### src/rtl/ctu_test_scan_seq_if.sv
// Tester-facing command/status bundle of the scan-test sequencer.
// The tester is the master; the sequencer is the slave.
interface ctu_test_scan_seq_if #(
    parameter int CNT_W = 16
);
    logic             scan_start;
    logic             scan_abort;
    logic [CNT_W-1:0] scan_len;
    logic             scan_short;
    logic             scan_capture_en;
    logic             scan_capture;
    logic             scan_busy;
    logic             scan_done;
    logic [15:0]      scan_sig;

    modport master (
        output scan_start, scan_abort, scan_len, scan_short, scan_capture_en,
        input  scan_capture, scan_busy, scan_done, scan_sig
    );

    modport slave (
        input  scan_start, scan_abort, scan_len, scan_short, scan_capture_en,
        output scan_capture, scan_busy, scan_done, scan_sig
    );
endinterface

### src/rtl/ctu_test_scan_seq.sv
// Scan-test sequencer: runs one load/unload pass into the cluster scan stub
// and compacts the returned so_0 stream into a 16-bit MISR signature.
//
//   state | meaning
//   IDLE  | waiting for an accepted start
//   SETUP | chain select settles one cycle ahead of shifting
//   SHIFT | shift enable high, one MISR sample per cycle
//   GAP   | one dead cycle after the last shift
//   CAPT  | one-cycle capture pulse (only if requested)
//   DONE  | one-cycle completion pulse, signature valid
module ctu_test_scan_seq #(
    parameter int CNT_W = 16
) (
    input  logic                 clk,
    input  logic                 rst,
    ctu_test_scan_seq_if.slave   ctl,
    input  logic                 tst_scan_disable_req,
    input  logic                 so_0,
    output logic                 global_shift_enable,
    output logic                 ctu_tst_scan_disable,
    output logic                 ctu_tst_short_chain
);

    typedef enum logic [2:0] {
        IDLE  = 3'd0,
        SETUP = 3'd1,
        SHIFT = 3'd2,
        GAP   = 3'd3,
        CAPT  = 3'd4,
        DONE  = 3'd5
    } state_t;

    state_t           state;
    state_t           nxt;
    logic [CNT_W-1:0] cnt;
    logic             cap_q;
    logic [15:0]      misr_nxt;

    assign misr_nxt = {ctl.scan_sig[14:0], 1'b0} ^
                      ((ctl.scan_sig[15] ^ so_0) ? 16'h1021 : 16'h0000);

    always_comb begin
        nxt = state;
        unique case (state)
            IDLE:  if (ctl.scan_start && !ctu_tst_scan_disable && !ctl.scan_abort)
                       nxt = SETUP;
            SETUP: nxt = (cnt != '0) ? SHIFT : GAP;
            SHIFT: if (cnt == '0) nxt = GAP;
            GAP:   nxt = cap_q ? CAPT : DONE;
            CAPT:  nxt = DONE;
            DONE:  nxt = IDLE;
            default: nxt = IDLE;
        endcase
        if (state != IDLE && ctl.scan_abort)
            nxt = IDLE;
    end

    // Outputs are registered from the next state so each one lines up with its state.
    always_ff @(posedge clk) begin
        if (rst) begin
            state                <= IDLE;
            cnt                  <= '0;
            cap_q                <= 1'b0;
            global_shift_enable  <= 1'b0;
            ctu_tst_scan_disable <= 1'b1;
            ctu_tst_short_chain  <= 1'b0;
            ctl.scan_capture     <= 1'b0;
            ctl.scan_busy        <= 1'b0;
            ctl.scan_done        <= 1'b0;
            ctl.scan_sig         <= 16'hFFFF;
        end else begin
            state                <= nxt;
            ctu_tst_scan_disable <= tst_scan_disable_req;
            global_shift_enable  <= (nxt == SHIFT);
            ctl.scan_capture     <= (nxt == CAPT);
            ctl.scan_done        <= (nxt == DONE);
            ctl.scan_busy        <= (nxt != IDLE);
            unique case (state)
                IDLE: if (nxt == SETUP) begin
                    cnt                 <= ctl.scan_len;
                    cap_q               <= ctl.scan_capture_en;
                    ctu_tst_short_chain <= ctl.scan_short;
                    ctl.scan_sig        <= 16'hFFFF;
                end
                // Loading len and decrementing here leaves len-1 for the first shift.
                SETUP: if (cnt != '0) cnt <= cnt - CNT_W'(1);
                SHIFT: if (!ctl.scan_abort) begin
                    if (cnt != '0) cnt <= cnt - CNT_W'(1);
                    ctl.scan_sig <= misr_nxt;
                end
                default: ;
            endcase
        end
    end

endmodule

### src/flat_wrapper.sv
// flat-port wrapper written by rule: the top's interface ports become plain ports
module ctu_test_scan_seq_flat 
#(
    parameter int CNT_W = 16
)
  (clk, rst, tst_scan_disable_req, so_0, global_shift_enable, ctu_tst_scan_disable, ctu_tst_short_chain, ctl_scan_start, ctl_scan_abort, ctl_scan_len, ctl_scan_short, ctl_scan_capture_en, ctl_scan_capture, ctl_scan_busy, ctl_scan_done, ctl_scan_sig);
  ctu_test_scan_seq_if #(.CNT_W(CNT_W)) ctl_i ();
  input  logic clk;
  input  logic rst;
  input  logic tst_scan_disable_req;
  input  logic so_0;
  output logic global_shift_enable;
  output logic ctu_tst_scan_disable;
  output logic ctu_tst_short_chain;
  input wire logic [$bits(ctl_i.scan_start)-1:0] ctl_scan_start;
  input wire logic [$bits(ctl_i.scan_abort)-1:0] ctl_scan_abort;
  input wire logic [$bits(ctl_i.scan_len)-1:0] ctl_scan_len;
  input wire logic [$bits(ctl_i.scan_short)-1:0] ctl_scan_short;
  input wire logic [$bits(ctl_i.scan_capture_en)-1:0] ctl_scan_capture_en;
  output wire logic [$bits(ctl_i.scan_capture)-1:0] ctl_scan_capture;
  output wire logic [$bits(ctl_i.scan_busy)-1:0] ctl_scan_busy;
  output wire logic [$bits(ctl_i.scan_done)-1:0] ctl_scan_done;
  output wire logic [$bits(ctl_i.scan_sig)-1:0] ctl_scan_sig;
  assign ctl_i.scan_start = ctl_scan_start;
  assign ctl_i.scan_abort = ctl_scan_abort;
  assign ctl_i.scan_len = ctl_scan_len;
  assign ctl_i.scan_short = ctl_scan_short;
  assign ctl_i.scan_capture_en = ctl_scan_capture_en;
  assign ctl_scan_capture = ctl_i.scan_capture;
  assign ctl_scan_busy = ctl_i.scan_busy;
  assign ctl_scan_done = ctl_i.scan_done;
  assign ctl_scan_sig = ctl_i.scan_sig;
  ctu_test_scan_seq #(.CNT_W(CNT_W)) u_core (.clk(clk), .rst(rst), .ctl(ctl_i), .tst_scan_disable_req(tst_scan_disable_req), .so_0(so_0), .global_shift_enable(global_shift_enable), .ctu_tst_scan_disable(ctu_tst_scan_disable), .ctu_tst_short_chain(ctu_tst_short_chain));
endmodule
### config.mk
export PLATFORM = sky130hd
export DESIGN_NAME = ctu_test_scan_seq_flat
export DESIGN_NICKNAME = d
export VERILOG_FILES = /design/src/rtl/ctu_test_scan_seq_if.sv /design/src/rtl/ctu_test_scan_seq.sv /design/src/flat_wrapper.sv
export SDC_FILE = /design/constraint.sdc
export NUM_CORES = 1
export LEC_CHECK = 0
export BUFFER_PORTS_ARGS = -buffer_cell sky130_fd_sc_hd__buf_4
export CAP_MARGIN = 20
export CORE_MARGIN = 4
export CORE_UTILIZATION = 60
export CTS_BUF_LIST = sky130_fd_sc_hd__clkbuf_8
export CTS_CLUSTER_DIAMETER = 50
export DETAILED_ROUTE_END_ITERATION = 6
export PLACE_DENSITY = 0.87
export SYNTH_ARGS = -nofsm -noshare
export SYNTH_HDL_FRONTEND = slang
export SYNTH_SLANG_ARGS = --single-unit
export TNS_END_PERCENT = 20
### constraint.sdc
create_clock -name clk -period 5.2 [get_ports clk]
set_input_delay 0.26 -clock clk [delete_from_list [all_inputs] [get_ports clk]]
set_output_delay 0.26 -clock clk [all_outputs]
set_load 0.005 [all_outputs]
Word level (Yosys, flattened, before mapping)
Cells that the tools add are included.
{"block": "op_classes", "add_sub_neg": 1, "eq_ne": 10, "muxes": 14, "n_bitwise": 2, "n_reduce_logical": 15}
{"cell": "$mux 16", "n": 5}
{"cell": "$pmux 16 s3", "n": 1}
{"cell": "$pmux 16 s2", "n": 1}
{"cell": "$logic_not 16->1", "n": 1}
{"cell": "$reduce_bool 16->1", "n": 1}
{"cell": "$sub 16x1->16 const B", "n": 1}
{"cell": "$xor 16x16->16", "n": 1}
{"cell": "$pmux 3 s5", "n": 1}
{"cell": "$mux 13", "n": 1}
{"cell": "$eq 3x2->1 const B", "n": 3}
{"cell": "$eq 3x3->1 const B", "n": 3}
{"cell": "$mux 3", "n": 3}
{"cell": "$reduce_bool 3->1", "n": 3}
{"cell": "$eq 3x1->1 const B", "n": 2}
{"cell": "$reduce_and 3->1", "n": 2}
{"cell": "$logic_and 1x1->1", "n": 3}
{"cell": "$logic_not 3->1", "n": 1}
{"cell": "$logic_not 1->1", "n": 2}
{"cell": "$mux 1", "n": 2}
{"cell": "$ne 2x1->1 const B", "n": 1}
{"cell": "$ne 2x2->1 const B", "n": 1}
{"cell": "$reduce_and 2->1", "n": 1}
{"cell": "$reduce_bool 2->1", "n": 1}
{"cell": "$xor 1x1->1", "n": 1}
{"block": "word_totals", "ff_bits": 42, "input_bits": 24, "output_inout_bits": 22, "wordCells": 52}

Longest topological paths before layout
Gate-level depths: netlist of the first run.
{"block": "depth", "word_depth": 9, "depth_mapped": 8, "mapped_depth_nobuf": 7}

Least setup slack after synthesis of the first run
OpenSTA, ideal clock, no wires.
{"block": "synth_path", "path_type": "reg-to-reg", "from": "reg u_core.cnt[0]", "to": "reg u_core.cnt[7]", "setup_ns": 0.070, "arrival_time_ns": 1.915, "required_time_ns": 5.130, "slack_ns": 3.215, "stages_incl_launch_ff": 9, "n_path_buf": 1, "synth_period_minus_slack_ns": 1.985, "cell_sequence": "dfxtp_1 -> inv_1 -> ha_1 -> nor3b_1 -> nand2_1 -> o32ai_2 -> buf_6 -> o21ai_0 -> a21oi_1"}
{"block": "synth_between", "elab_chain_len": 7, "elab_cells_between_ends": 13, "classes_between": "add/sub: 1; eq/ne: 2; mux: 7; reduce/logical: 3"}
{"element": "start: declaration", "line_no": "ctu_test_scan_seq.sv:35", "rtl": "logic [CNT_W-1:0] cnt;"}
{"element": "start signal: assignment", "line_no": "ctu_test_scan_seq.sv:80", "rtl": "cnt <= ctl.scan_len;"}
{"element": "start signal: assignment", "line_no": "ctu_test_scan_seq.sv:86", "rtl": "SETUP: if (cnt != '0) cnt <= cnt - CNT_W'(1);"}
{"element": "start signal: assignment", "line_no": "ctu_test_scan_seq.sv:88", "rtl": "if (cnt != '0) cnt <= cnt - CNT_W'(1);"}
{"element": "$logic_not 16->1 or $reduce_bool 16->1 (tied branches)"}
{"element": "$mux 3 or $mux 1 (tied branches)", "line_no": "ctu_test_scan_seq.sv:48, ctu_test_scan_seq.sv:47"}
{"element": "$pmux 3 s5", "line_no": "ctu_test_scan_seq.sv:44", "rtl": "unique case (state)"}
{"element": "$mux 3", "line_no": "ctu_test_scan_seq.sv:54", "rtl": "if (state != IDLE && ctl.scan_abort)"}
{"element": "$eq 3x1->1", "line_no": "ctu_test_scan_seq.sv:79", "rtl": "IDLE: if (nxt == SETUP) begin"}
{"element": "$ne 2x1->1 (no line)"}
{"element": "$reduce_and 3->1 (no line)"}
Several ways; a longest one is shown, not always the timed one. The select of a mux whose other input is x is not followed.
A chain may end at the register's enable or synchronous reset.

Final worst setup path of the first run
{"block": "layout_path", "from": "reg u_core.state[1]", "to": "reg u_core.cnt[14]"}
{"block": "layout_between", "elab_chain_len": 6, "elab_cells_between_ends": 17, "classes_between": "eq/ne: 7; mux: 5; reduce/logical: 5"}
{"element": "start: declaration", "line_no": "ctu_test_scan_seq.sv:33", "rtl": "state_t state;"}
{"element": "start signal: assignment", "line_no": "ctu_test_scan_seq.sv:72", "rtl": "state <= nxt;"}
{"element": "$eq 3x3->1 (tied with other cells)", "line_no": "ctu_test_scan_seq.sv:44"}
{"element": "$pmux 3 s5 or $logic_and 1x1->1 (tied branches)", "line_no": "ctu_test_scan_seq.sv:44, ctu_test_scan_seq.sv:54"}
{"element": "$mux 3", "line_no": "ctu_test_scan_seq.sv:54"}
{"element": "$eq 3x1->1", "line_no": "ctu_test_scan_seq.sv:79"}
{"element": "$ne 2x1->1 (no line)"}
{"element": "$reduce_and 3->1 (no line)"}
Several ways; a longest one is shown, not always the timed one.

==> summary.txt, run 1 <==
Synth
  – Simple-gate portion of the synthesized area: 0.2424
  – Register area share after synthesis: 0.4146
  – Synth Area in Adders: 0.006169
  – Async S/R FF share, synth: 0
  – Ys Warns: 0
  – Synth unique cells: 46
  – Top FF cell, synth: dfxtp_1
  – Mux share of post-synthesis cell area: 0.009870
  – Synth area leaders: dfxtp_1 41%, o22ai_1 5.2%, nand2b_1 4.9%
  – Synth Cell Area: slightly above 2000 um2
  – Synth top cells by count: 42 x dfxtp_1, 23 x nor2_1, 18 x a21oi_1, 18 x o21ai_0, 17 x o22ai_1
  – Largest family of logic cells by synthesized area: compound AO/OA/AOI/OAI gates
  – Most frequent cell after synthesis: dfxtp_1
  – Top-area cell type share of the netlist area: 0.4146
  – Cell taking the most area after synthesis: dfxtp_1
  – Syn Area/Cell: 8.381 um2
  – Synth Area in Compound Gates: 0.2628
  – Yosys reg bits: 42
  – Xor and xnor area share after synthesis: 0.01727
  – Post-synth EDFFs: 0
  – Synthesized Nets: roughly 270
  – Synth Instances: around 240

Worst setup path
  – Worst-path fanout max: 29
  – Worst Setup EP: u_core.cnt[14]
  – R2r setup slk: ~2.4 ns
  – Worst r2r path cells: 5
  – Worst setup path startpoint: u_core.state[1]
  – R2r endpoint: u_core.cnt[14]
  – CP startpoint kind: flop
  – Reg-to-reg startpoint: u_core.state[1]
  – CP Class: flop to flop
  – Worst Setup End Kind: flop
  – CP arrival: around 3 ns
  – Required time of the critical path: ~5.4 ns

Clock tree
  – Root buffer cell: clkbuf_8
  – Cts repair resizes: 0
  – Htree depth: 2
  – Post CTS Setup Buffer Count: 0
  – CTS Hold Bufs: 0
  – Clk buf depth: 2
  – TritonCTS buffer count: 5
  – Skew-Pair Late Insertion Delay: about 0.30 ns
  – Clock slew seen by the registers of the worst setup and hold paths: ~0.08 ns
  – CTS tree: built
  – CTS sink count: between 40 and 50

Power
  – Peak VDD IR: around 0.14 mV
  – Leak pwr: approximately 0.92 nW
  – PD cells: approximately 280 nW/um2

Floorplanning
  – Initial core utilization: 0.6433
  – Core box area: 3153 um2
  – Die H: around 66 um
  – Num rows: 20
  – Die W: around 66 um
  – IO Pins: 46
  – Die footprint: approximately 4400 um2

GRT
  – Vias in the first global route: ~1,800
  – Total gr overflow: 0
  – Antenna violations before repair: 0
  – Total GRT Usage: 0.2314
  – First-pass GRT wire length: around 7800 um
  – Largest net degree at the start of global routing: between 40 and 50

Hold path
  – Hold_sp: tst_scan_disable_req
  – HP Class: input port to flop

Timing
  – Final Hold Viols: 0
  – Min Tclk post-route: 2.768 ns
  – Clk_skew: roughly 0.006 ns
  – Relative slew slack: 0.3232
  – Final Setup Violations: 0
  – Max-slew violations: 0
  – Hold slack: between 0.1 and 0.15 ns
  – TNS Setup: 0 ns
  – Highest Clock Rate: 0.3613 GHz
  – Final worst-path cycle share: 0.5323
  – RSZ-0062 raised after global routing: false
  – Actual slew at the worst max-slew pin: a little over 1 ns

Placed design
  – Dpl hpwl: ~3300 um
  – Port Buffers: 45
  – Routability congestion estimate: between 0.8 and 0.9
  – DP Area: approximately 2300 um2

Cells and area
  – Design Area, Final: 2431 um2
  – Share of cells above drive strength 1: 0.2214
  – Layout area overhead: 19.86%
  – Post-layout util: 0.7710
  – Final net count: approximately 300
  – Antenna diodes: 0

Route
  – DR pass1 iterations: 4
  – Mean routed wirelength per cell: ~15 um
  – Vias: roughly 1,900
  – Drt via density: 6.015
  – Initial DRC Count: approximately 160
  – Wirelength, routed: around 4800 um
  – ANT nets after route: 0
  – DR DRC count: 0

Status
  – Status: finished clean

Job
  – Max_cap viols: 0
[power by group]
group / switching, W / total [W] / internal, W
clock: 0.000118 / 0.000212 / 0.0000943
combinational: 0.0000717 / 0.000120 / 0.0000478
sequential: 0.0000102 / 0.000341 / 0.000331
[layer usage]
layer,vias up,share of wire,track usage
li1,951,-,-
met3,10,0.072,0.04422
met5,-,0,0
met1,904,0.43,0.2785
met2,84,0.48,0.3965
met4,0,0.018,0.1015
[flip-flops by register name, summed over array words and instances (netlist names)]
register,count
u_core.cnt,16
u_core.ctl.scan_sig,16
u_core.state,3
u_core.cap_q,1
u_core.ctl.scan_busy,1
u_core.ctl.scan_capture,1
u_core.ctl.scan_done,1
u_core.ctu_tst_scan_disable,1
u_core.ctu_tst_short_chain,1
u_core.global_shift_enable,1
[kinds of logic (layout without fill, tap and decap cells)]
group | Yosys count | in the layout
multiplexers | 2 | 2
buffers and inverters | 19 | 57
AO/OA/AOI/OAI | 79 | 79
flip-flops | 42 | 42
AND/OR/NAND/NOR | 95 | 95
XOR/XNOR | 4 | 4
adder cells (fa/ha/maj) | 1 | 1
[stage by stage]
stage | setup WS, ns | std cells | power, W
2_1_floorplan | 3.215 | 242 | 0.0004324
3_3_place_gp | 2.619 | 316 | 0.0004628
3_5_place_dp | 2.513 | 316 | 0.0004654
4_1_cts | 2.482 | 324 | 0.0006741
5_1_grt | 2.148 | 324 | 0.0007012
6_report | 2.432 | 324 | 0.0006725
[worst max-delay path: stages, from the launching register on]
cell,delay (ns)
dfxtp_1,0.46
xnor2_1,0.19
or2_1,0.61
o32ai_2,1.00
o21ai_0,0.25
a21oi_1,0.18
[how the worst min path moves through the flow]
stage / end / slack, ns / cells past startpoint
after floorplan: u_core.state[1] / 0.35 / 1
after global placement: u_core.ctu_tst_scan_disable / 0.45 / 2
after detailed placement: u_core.ctu_tst_scan_disable / 0.45 / 2
after CTS: u_core.ctu_tst_scan_disable / 0.13 / 2
after global routing: u_core.ctu_tst_scan_disable / 0.14 / 2
final: u_core.ctu_tst_scan_disable / 0.13 / 2
[layout by cell type (no fill, tap or decap), drive strengths merged, types with 2 or more instances in the layout]
cell type / instances
clkbuf: 5
inv: 4
buf: 45
mux2i: 2
o22ai: 17
nand4: 2
a22o: 2
nand3: 4
o21ai: 20
xor2: 3
dfxtp: 42
a21o: 6
o21a: 2
nand2b: 16
nor3b: 2
nor4: 3
or2: 3
a221oi: 2
a211oi: 2
and2: 2
clkinv: 2
nor3: 12
nand2: 14
or3: 6
nor2b: 3
nor2: 23
a21oi: 18
[final cells by class]
type | instances | area (um2)
fill | 252 | 721.9
clock inverter | 3 | 21.27
sequential | 42 | 840.8
inverter | 4 | 15.01
tap | 44 | 55.05
timing repair buffer | 45 | 337.8
clock buffer | 5 | 68.82
multi-input combinational | 181 | 1092
Note: power is estimated with default switching activity, not from simulation.
==> inputs of run 2 (changes only) <==
--- a/config.mk
+++ b/config.mk
@@ -8,11 +8,11 @@
 export BUFFER_PORTS_ARGS = -buffer_cell sky130_fd_sc_hd__buf_4
 export CAP_MARGIN = 20
 export CORE_MARGIN = 4
-export CORE_UTILIZATION = 60
+export CORE_UTILIZATION = 55
 export CTS_BUF_LIST = sky130_fd_sc_hd__clkbuf_8
 export CTS_CLUSTER_DIAMETER = 50
 export DETAILED_ROUTE_END_ITERATION = 6
-export PLACE_DENSITY = 0.87
+export PLACE_DENSITY = 0.81
 export SYNTH_ARGS = -nofsm -noshare
 export SYNTH_HDL_FRONTEND = slang
 export SYNTH_SLANG_ARGS = --single-unit
==> constraint.sdc (replaced) <==
create_clock -name clk -period 2.73 [get_ports clk]
set_input_delay 0.1365 -clock clk [delete_from_list [all_inputs] [get_ports clk]]
set_output_delay 0.1365 -clock clk [all_outputs]
set_load 0.005 [all_outputs]
==> run 2 against run 1 <==
  * Hold slack worse by 0.11 ns
  * Critical endpoint is now u_core.cnt[12]
  * Count of clock-buffer cells in the layout is 1 higher
  * Clock skew shrank 0.0024 ns
  * Largest cell class unchanged
  * Combinational power grew 93%
  * Critical path type unchanged
==> summary.txt, run 2 (synthesis results as in run 1) <==
Status
  – Status: finished clean

Worst setup path
  – Required time of the critical path: 2.96 ns (-2.48 ns)
  – Worst-path fanout max: 4 (-86%)
  – Slowest CP cell: or3b_2
  – Crit-path cells: inv_1 > ha_1 > or3b_2 > nor4_1 > a32o_1 > o21ai_0 > a21oi_1
  – Worst path max stage delay: 0.49 ns (-0.51 ns)
  – CP arrival: 2.38 ns (-0.62 ns)
  – Reg-to-reg startpoint: u_core.cnt[0]
  – Worst Setup End Kind: flop
  – R2r setup slk: 0.59 ns (-1.85 ns)
  – Worst Path Buf+Inv: 1 (+1)
  – R2r endpoint: u_core.cnt[12]
  – CP delay by family, top: simple AND/OR/NAND/NOR gates
  – Worst r2r path cells: 7 (+2)
  – CP Class: flop to flop
  – CP startpoint kind: flop

Cells and area
  – Share of cells above drive strength 1: 0.2324 (+0.01097)
  – Most frequent cells in the layout: 49 x buf_4, 42 x dfxtp_1, 23 x nor2_1
  – Antenna diodes: 0 (unchanged)
  – Regs by FF count: u_core.cnt: 16 flops, u_core.ctl.scan_sig: 16 flops, u_core.state: 3 flops
  – Layout Cells excl Fill: 330 (+1.9%)
  – Number of fill cells: 288 (+14%)
  – Final net count: 308 (+1.3%)
  – Layout area overhead: 21.72%
  – Post-layout util: 0.7172 (-0.05384)
  – Commonest non-fill, non-tap cell in the layout: buf_4

Route
  – DR pass1 iterations: 4 (unchanged)
  – Wirelength, routed: 4654 um (-2.8%)
  – Drt via density: 5.755 (-4.3%)
  – Initial DRC Count: 96 (-41%)
  – Mean routed wirelength per cell: 14.10 um (-4.6%)
  – ANT nets after route: 0 (unchanged)
  – Vias: 1,899 (-2.6%)
  – DR DRC count: 0 (unchanged)

Floorplanning
  – Die H: 68.73 um (+3.9%)
  – Die W: 68.73 um (+3.9%)
  – Initial core utilization: 0.5892 (-0.05401)
  – Core box area: 3442 um2 (+9.2%)
  – Die footprint: 4723 um2 (+8.0%)
  – IO Pins: 46 (unchanged)
  – Num rows: 21 (+5.0%)

Timing
  – Max-slew violations: 0 (unchanged)
  – Final Hold Viols: 0 (unchanged)
  – TNS Setup: 0 ns (unchanged)
  – Final Setup Violations: 0 (unchanged)
  – Actual slew at the worst max-slew pin: 0.6023 ns (-0.4129 ns)
  – Min Tclk post-route: 2.143 ns (-0.6244 ns)
  – Final worst-path cycle share: 0.7852 (+0.2529)
  – Clk_skew: 0.003775 ns (-0.002376 ns)
  – Highest Clock Rate: 0.4665 GHz (+29%)
  – Final worst slack: 0.5865 ns (-1.846 ns)
  – Relative slew slack: 0.5972 (+0.2740)
  – RSZ-0062 raised after global routing: false

Clock tree
  – CTS Hold Bufs: 0 (unchanged)
  – Htree depth: 2 (unchanged)
  – Post CTS Setup Buffer Count: 0 (unchanged)
  – CTS sink count: 42 (unchanged)
  – Skew-Pair Late Insertion Delay: 0.30 ns (about the same)
  – Cts repair resizes: 0 (unchanged)
  – TritonCTS buffer count: 5 (unchanged)
  – Root buffer cell: clkbuf_8
  – Clock slew seen by the registers of the worst setup and hold paths: 0.08 ns (about the same)
  – Clk buf depth: 2 (unchanged)
  – CTS tree: built

Power
  – Total power: 0.001298 W (+93%)
  – Sequential fraction of design power: 0.499 (-0.008)
  – Peak VDD IR: 0.4106 mV (+200%)
  – Switching share of total power: 0.2852 (-0.01191)
  – PD cells: 525.8 nW/um2 (+90%)
  – Internal: 0.0009278 W (+96%)
  – Clock network power share: 0.322 (+0.006)
  – Comb power frac: 0.179 (about the same)
  – Leak pwr: 0.9465 nW (+2.4%)
  – NetSw: 0.0003703 W (+85%)

Placed design
  – DP Cell Count: 322 (+1.9%)
  – Port Buffers: 45 (unchanged)
  – Setup WS pre-CTS: 0.5891 ns (-1.924 ns)
  – Dpl hpwl: 3257 um (-2.6%)
  – Routability congestion estimate: 0.9641 (+7.5%)

GRT
  – Total GRT Usage: 0.2159 (-0.01547)
  – First-pass GRT wire length: 7700 um (-1.8%)
  – Antenna violations before repair: 0 (unchanged)
  – Largest net degree at the start of global routing: 41 (unchanged)
  – Total gr overflow: 0 (unchanged)
  – Vias in the first global route: 1,734 (-2.4%)

Hold path
  – Hold_sp: tst_scan_disable_req
  – WHS Path Cells: 2 (unchanged)
  – HP Class: input port to flop
  – Hold endpoint: u_core.ctu_tst_scan_disable

Job
  – Max_cap viols: 0 (unchanged)
[run 2: how the worst max path moves through the flow]
stage	startpoint	end	slack, ns	cells past startpoint
after global placement	u_core.cnt[0]	u_core.cnt[12]	0.61	7
after global routing	u_core.cnt[0]	u_core.cnt[12]	0.33	7
after CTS	u_core.cnt[0]	u_core.cnt[12]	0.57	7
after floorplan	u_core.cnt[0]	u_core.cnt[7]	0.74	8
final	u_core.cnt[0]	u_core.cnt[12]	0.59	7
after detailed placement	u_core.cnt[0]	u_core.cnt[12]	0.59	7
[run 2: final cells by class]
cell class | instances | area (um2) | area share
Clock inverter | 2 | 12.51 | 0.005068
Inverter | 4 | 15.01 | 0.006082
Tap cell | 46 | 57.56 | 0.02331
Sequential cell | 42 | 840.8 | 0.3406
Multi-Input combinational cell | 181 | 1092 | 0.4425
Timing Repair Buffer | 49 | 367.9 | 0.1490
Clock buffer | 6 | 82.58 | 0.03345
[run 2: power groups by stage]
| stage | Combinational (W) | Sequential, W | Clock, W |
|---|---|---|---|
| finish | 0.000232 | 0.000648 | 0.000418 |
| global route | 0.000259 | 0.000651 | 0.000465 |
| CTS | 0.000231 | 0.000647 | 0.000426 |
| detailed placement | 0.000228 | 0.000662 | 0 |
| global placement | 0.000226 | 0.000662 | 0 |
| floorplan | 0.000166 | 0.000657 | 0 |
[run 2: metal layers]
| layer | vias to the layer above | track usage | part of all wire | wire [um] |
|---|---|---|---|---|
| met3 | 9 | 0.05997 | 0.060 | 280 |
| met4 | 0 | 0.09732 | 0.018 | 85 |
| met1 | 883 | 0.2682 | 0.44 | 2059 |
| met2 | 49 | 0.3468 | 0.48 | 2229 |
| li1 | 958 | - | - | - |
| met5 | - | 0 | 0 | 0 |
[run 2: stage by stage]
step / area (um2) / hold WS [ns]
after floorplan: 2028 / 0.2243
after global placement: 2374 / 0.3216
after detailed placement: 2374 / 0.3257
after CTS: 2469 / 0.01428
after global routing: 2469 / 0.01404
final: 2469 / 0.01947
